===== config.mk =====
export PLATFORM = sky130hd
export DESIGN_NAME = pga_spi_writer
export DESIGN_NICKNAME = d
export VERILOG_FILES = /design/src/rtl/pga_spi_writer.sv
export SDC_FILE = /design/constraint.sdc
export NUM_CORES = 1
export LEC_CHECK = 0
export BUFFER_PORTS_ARGS = -buffer_cell sky130_fd_sc_hd__buf_2
export CORE_MARGIN = 2
export CORE_UTILIZATION = 51
export CTS_CLUSTER_DIAMETER = 50
export DETAILED_ROUTE_END_ITERATION = 8
export GPL_TIMING_DRIVEN = 0
export PLACE_DENSITY = 0.8
export SLEW_MARGIN = 20
export SYNTH_ARGS = -nofsm -noshare
export SYNTH_HDL_FRONTEND = slang
export SYNTH_SLANG_ARGS = --single-unit
export TNS_END_PERCENT = 1

===== constraint.sdc =====
create_clock -name clk -period 4.02 [get_ports clk]
set_clock_uncertainty 0.15 [all_clocks]
set_input_delay 0 -clock clk [delete_from_list [all_inputs] [get_ports clk]]
set_output_delay 0 -clock clk [all_outputs]
set_load 0.01 [all_outputs]

===== src/rtl/pga_spi_writer.sv =====
// pga_spi_writer: serialises a PGA gain code to the AFE over a write-only,
// mode-0 SPI link. The frame is {CMD_BYTE, code} and goes out MSB first.
// The block reports busy/done to the signal-chain controller and keeps a
// copy of the code currently held by the PGA.
module pga_spi_writer #(
  parameter int                CLK_FREQ   = 100_000_000,
  parameter int                SCLK_FREQ  = 10_000_000,
  parameter int                CODE_W     = 8,
  parameter logic [7:0]        CMD_BYTE   = 8'h40,
  parameter logic [CODE_W-1:0] RESET_CODE = '0,
  parameter bit                SKIP_SAME  = 1'b1
) (
  input  logic              clk,
  input  logic              rst,
  input  logic [CODE_W-1:0] code_i,
  input  logic              set_i,
  output logic              busy_o,
  output logic              done_o,
  output logic              dropped_o,
  output logic [CODE_W-1:0] code_o,
  output logic              spi_cs_n_o,
  output logic              spi_sclk_o,
  output logic              spi_mosi_o
);

  // Half SCLK period in system clocks.
  localparam int H      = (SCLK_FREQ > 0) ? CLK_FREQ / (2 * SCLK_FREQ) : 0;
  localparam int HCNT_W = (H > 1) ? $clog2(H) : 1;

  localparam logic [HCNT_W-1:0] H_LOAD   = HCNT_W'(H - 1);
  localparam logic [4:0]        LAST_BIT = 5'd15;
  localparam logic [4:0]        ALL_BITS = 5'd16;

  // Refuse to build with an SCLK that is not an exact even divisor of clk.
  if (H < 1 || (2 * SCLK_FREQ * H) != CLK_FREQ) begin : g_bad_sclk
    $error("pga_spi_writer: CLK_FREQ/(2*SCLK_FREQ) must be an integer >= 1");
  end

  // The frame carries the code in an 8-bit field.
  if (CODE_W < 1 || CODE_W > 8) begin : g_bad_code_w
    $error("pga_spi_writer: CODE_W must be in 1..8");
  end

  typedef enum logic [2:0] {
    S_IDLE,
    S_SETUP,
    S_SHIFT,
    S_RECOVER,
    S_DONE
  } state_t;

  // Write frame: command byte followed by the zero-extended gain code.
  function automatic logic [15:0] build_frame(input logic [CODE_W-1:0] code);
    return {CMD_BYTE, 8'(code)};
  endfunction

  state_t              state, state_nxt;
  logic [HCNT_W-1:0]   hcnt, hcnt_nxt;
  logic [4:0]          bit_cnt, bit_nxt;
  logic                cs_n_nxt, sclk_nxt, mosi_nxt;
  logic                load, shift, commit;
  logic                hcnt_zero;
  logic [15:0]         frame_w;
  logic [14:0]         sr;
  logic [CODE_W-1:0]   pend_code;

  assign frame_w   = build_frame(code_i);
  assign hcnt_zero = (hcnt == '0);

  // Next-state, counter and pin decisions; every phase lasts H clocks.
  always_comb begin
    state_nxt = state;
    hcnt_nxt  = hcnt;
    bit_nxt   = bit_cnt;
    cs_n_nxt  = spi_cs_n_o;
    sclk_nxt  = spi_sclk_o;
    mosi_nxt  = spi_mosi_o;
    load      = 1'b0;
    shift     = 1'b0;
    commit    = 1'b0;

    case (state)
      S_IDLE: begin
        if (set_i) begin
          load = 1'b1;
          if (SKIP_SAME && (code_i == code_o)) begin
            state_nxt = S_DONE;
          end else begin
            state_nxt = S_SETUP;
            hcnt_nxt  = H_LOAD;
            bit_nxt   = '0;
            cs_n_nxt  = 1'b0;
            sclk_nxt  = 1'b0;
            mosi_nxt  = frame_w[15];
          end
        end
      end

      S_SETUP: begin
        if (hcnt_zero) begin
          state_nxt = S_SHIFT;
          hcnt_nxt  = H_LOAD;
          sclk_nxt  = 1'b1;
        end else begin
          hcnt_nxt = hcnt - HCNT_W'(1);
        end
      end

      S_SHIFT: begin
        if (!hcnt_zero) begin
          hcnt_nxt = hcnt - HCNT_W'(1);
        end else if (spi_sclk_o) begin
          // Falling edge: present the next bit; after the last bit the low
          // phase is CS hold time and mosi is parked at 0.
          sclk_nxt = 1'b0;
          hcnt_nxt = H_LOAD;
          bit_nxt  = bit_cnt + 5'd1;
          shift    = 1'b1;
          mosi_nxt = (bit_cnt == LAST_BIT) ? 1'b0 : sr[14];
        end else if (bit_cnt == ALL_BITS) begin
          state_nxt = S_RECOVER;
          hcnt_nxt  = H_LOAD;
          cs_n_nxt  = 1'b1;
          mosi_nxt  = 1'b0;
        end else begin
          sclk_nxt = 1'b1;
          hcnt_nxt = H_LOAD;
        end
      end

      S_RECOVER: begin
        if (hcnt_zero) begin
          state_nxt = S_DONE;
        end else begin
          hcnt_nxt = hcnt - HCNT_W'(1);
        end
      end

      S_DONE: begin
        state_nxt = S_IDLE;
        commit    = 1'b1;
        hcnt_nxt  = '0;
        bit_nxt   = '0;
      end

      default: begin
        state_nxt = S_IDLE;
      end
    endcase
  end

  // Control state, counters and registered pins; reset aborts any frame in flight.
  always_ff @(posedge clk or posedge rst) begin
    if (rst) begin
      state      <= S_IDLE;
      hcnt       <= '0;
      bit_cnt    <= '0;
      spi_cs_n_o <= 1'b1;
      spi_sclk_o <= 1'b0;
      spi_mosi_o <= 1'b0;
      busy_o     <= 1'b0;
      done_o     <= 1'b0;
      dropped_o  <= 1'b0;
      code_o     <= RESET_CODE;
    end else begin
      state      <= state_nxt;
      hcnt       <= hcnt_nxt;
      bit_cnt    <= bit_nxt;
      spi_cs_n_o <= cs_n_nxt;
      spi_sclk_o <= sclk_nxt;
      spi_mosi_o <= mosi_nxt;
      busy_o     <= (state_nxt != S_IDLE);
      done_o     <= (state_nxt == S_DONE);
      dropped_o  <= set_i && (state != S_IDLE);
      if (commit) begin
        code_o <= pend_code;
      end
    end
  end

  // Frame data: loaded on accept, shifted left at every falling sclk edge.
  always_ff @(posedge clk) begin
    if (load) begin
      sr        <= frame_w[14:0];
      pend_code <= code_i;
    end else if (shift) begin
      sr <= {sr[13:0], 1'b0};
    end
  end

endmodule


==> flow_summary.toml <==
[run_status]
status = "finished clean"

[floorplanning]
start_util_pct = 52.3
num_rows = 24
core_mm2 = 0.00432
die_area_mm2 = 0.00499
die_h_um = 70.6
ios = 25
die_x_um = 70.6

[cts]
cts_tree = "yes"
post-cts-setup-buffers = 0
root_buffer = "clkbuf_8"
ctsHoldBuffers = 10
cts_buffers = 5
cts_max_path_buffers = 2
insertion_delay_ns = 0.31
cts_resized = 0
clk_pin_slew_ns = 0.10
htreeDepth = 2
clock_sinks = 48

[global_route]
antenna_found_initial = 0
grt_max_degree = 26
grt_pass1_vias = 1614
grt_pass1_wl_mm = 7.43
grt_overflow_total = 0
grtUsageTotal_pct = 19.0

[drt]
route.detailed.drc = 0
drt-initial-drc-count = 141
first_pass_iters = 4
drt_wl_total_mm = 4.52
vias = 1680
routed_via_density = 5.51
drtAntennaViolNets = 0
wl_per_cell_um = 14.8

[logic_synthesis]
ys_types = 47
ys_ff_latch = 48
synth_edf_count = 16
synth_area_leader_cell = "dfrtp_1"
yosysWarnings = 0
syn_area_per_cell_um2 = 10.7
syn-num-nets = 227
syn_inst = 211
synthArstFlopShare_pct = 52.1
syn-cell-area_mm2 = 0.00226
synth_top_area_share_pct = 26.5
ys_seq_area_share_pct = 55.1
yosys_most_used_dff = "dfrtp_1"
synth.area.top_cells = "dfrtp_1 27%, edfxtp_1 21%, nand2_1 7.0%"

[power]
power_frac_seq_pct = 42.0
power_density_mw_per_mm2 = 625
leakagePower_nw = 1.24
swShare_pct = 33.3
internal_power_mw = 1.12
peakVddDrop_uv = 195
clkPwrFrac_pct = 25.0
power_switching_uw = 559
fin_total_pwr_mw = 1.68
p_comb_share_pct = 33.0

[min_path]
hp-class = "primary input to async pin"

[worst_setup_path]
cp-end-kind = "register"
critical_path_peak_fanout = 10
critical_path.max_stage_delay_ns = 0.38
rr_worst_depth = 6
path_cells = "inv_1 > ha_1 > and3b_1 > buf_2 > nand3_1 > nand2_1"
r2r_slack_ns = 1.83
cp-start-kind = "register"
cp.required_ns = 3.84
slowest_stage = "dfrtp_1"
crit_type = "register to register"
cp.arrival_ns = 2.01

[sta]
finalMaxSlewViolations = 0
rsz0062_at_grt = "no"
fin_crit_sh_pct = 54.4
slew_headroom_pct = 41.5
timing.final.ws_setup_ns = 1.83
setup_viol = 0
worst_slew_pin_slew_ns = 0.872
finalSetupTns_ns = 0
hold_viol = 0
fmax_mhz = 457
min_period_ns = 2.19
whs_ns = 0.141

[layout]
num-fill-cells = 354
drive_gt1_share_pct = 22.9
post-route-util_pct = 62.1
final_design_area_no_fill_mm2 = 0.00269
finalNonFillerCells = 305
area_growth_pct = 18.7
diodes = 0
num-nets-final = 268

[run]
cap_violations = 0

[placed_design]
gp_congestion = 0.901
dp_hpwl_mm = 3.04
place_area_mm2 = 0.00245
dp.cells = 287
dp_slack_ns = 1.83
port_buffers = 24
==> layout by cell type (no fill, tap or decap), drive strengths merged, types with 2 or more instances in the layout <==
| cell | n |
|---|---|
| nand3 | 3 |
| mux2 | 11 |
| and3 | 4 |
| nor4 | 3 |
| buf | 32 |
| clkbuf | 7 |
| edfxtp | 16 |
| nand4 | 2 |
| bufinv | 2 |
| nand2 | 42 |
| o31ai | 2 |
| dlygate4sd3 | 10 |
| dfxtp | 7 |
| a21oi | 13 |
| a22o | 3 |
| xor2 | 5 |
| a21o | 2 |
| o21ai | 2 |
| nor2 | 8 |
| dfrtp | 24 |
| ha | 5 |
| nor3 | 13 |
| nor2b | 4 |
| inv | 12 |
| xnor2 | 4 |
==> cell usage after synthesis (3+ instances only) <==
cell	n
nand2_1	42
dfrtp_1	24
edfxtp_1	16
a21oi_1	13
nor3_1	12
inv_1	11
mux2_2	10
nor2_1	8
buf_2	7
dfxtp_1	7
ha_1	5
xor2_1	5
nor2b_1	4
xnor2_1	4
a22o_1	3
and3_1	3
nand3_1	3
==> layer usage <==
layer | share of wire [%] | vias to the layer above | track usage, %
met5 | 0 | - | 0
met4 | 1.6 | 0 | 8.18
met3 | 3.3 | 6 | 3.56
met2 | 50 | 36 | 31.4
met1 | 45 | 818 | 24.5
li1 | - | 820 | -
==> cell families after synthesis <==
logic type                 share of synthesized area [%]
DFF                                                 55.1
adders and majority gates                           2.76
buffers and inverters                               3.87
xor gates and xnor gates                            3.48
muxes                                               5.64
and+or+nand+nor                                     19.9
AOI/OAI and AO/OA                                   9.23
==> path summary, 6_finish.rpt <==
check / startpoint / end
max in group asynchronous: rst / bit_cnt[2]
hold reg to reg: sr[11] / sr[12]
min in group clk: code_i[2] / pend_code[2]
setup / recovery: hcnt[1] / sr[3]
hold / removal: rst / code_o[5]
setup reg to reg: hcnt[1] / sr[3]
==> final cells by class <==
| cell class | instances | area, µm² | share of cell area, % |
|---|---|---|---|
| clock inverter | 3 | 68.8 | 2.56 |
| timing repair buffer | 34 | 220 | 8.20 |
| buffer | 10 | 46.3 | 1.72 |
| sequential | 48 | 1250 | 46.4 |
| multi-input combinational | 142 | 928 | 34.6 |
| inverter | 11 | 41.3 | 1.54 |
| tap | 52 | 65.1 | 2.42 |
| clock buffer | 5 | 68.8 | 2.56 |
==> sequential cells by signal, indices dropped and copies added, names as in the netlist <==
signal / count
busy_o: 1
bit_cnt: 5
sr: 15
pend_code: 8
dropped_o: 1
state: 3
done_o: 1
spi_sclk_o: 1
hcnt: 3
spi_cs_n_o: 1
spi_mosi_o: 1
code_o: 8
==> critical path, delay by kind of cell (launching register included) <==
family / cells / cell delay, ns
buffers and inverters: 2 / 0.29
DFF: 1 / 0.38
and+or+nand+nor: 3 / 0.83
adders and majority gates: 1 / 0.20
==> power by group through the flow <==
stage	logic (mW)	clock network (mW)	registers, mW
2_1_floorplan	0.390	0	0.720
3_3_place_gp	0.533	0	0.708
3_5_place_dp	0.543	0	0.715
4_1_cts	0.556	0.428	0.706
5_1_grt	0.615	0.443	0.720
6_report	0.554	0.420	0.706
(Power assumes the default switching activity.)
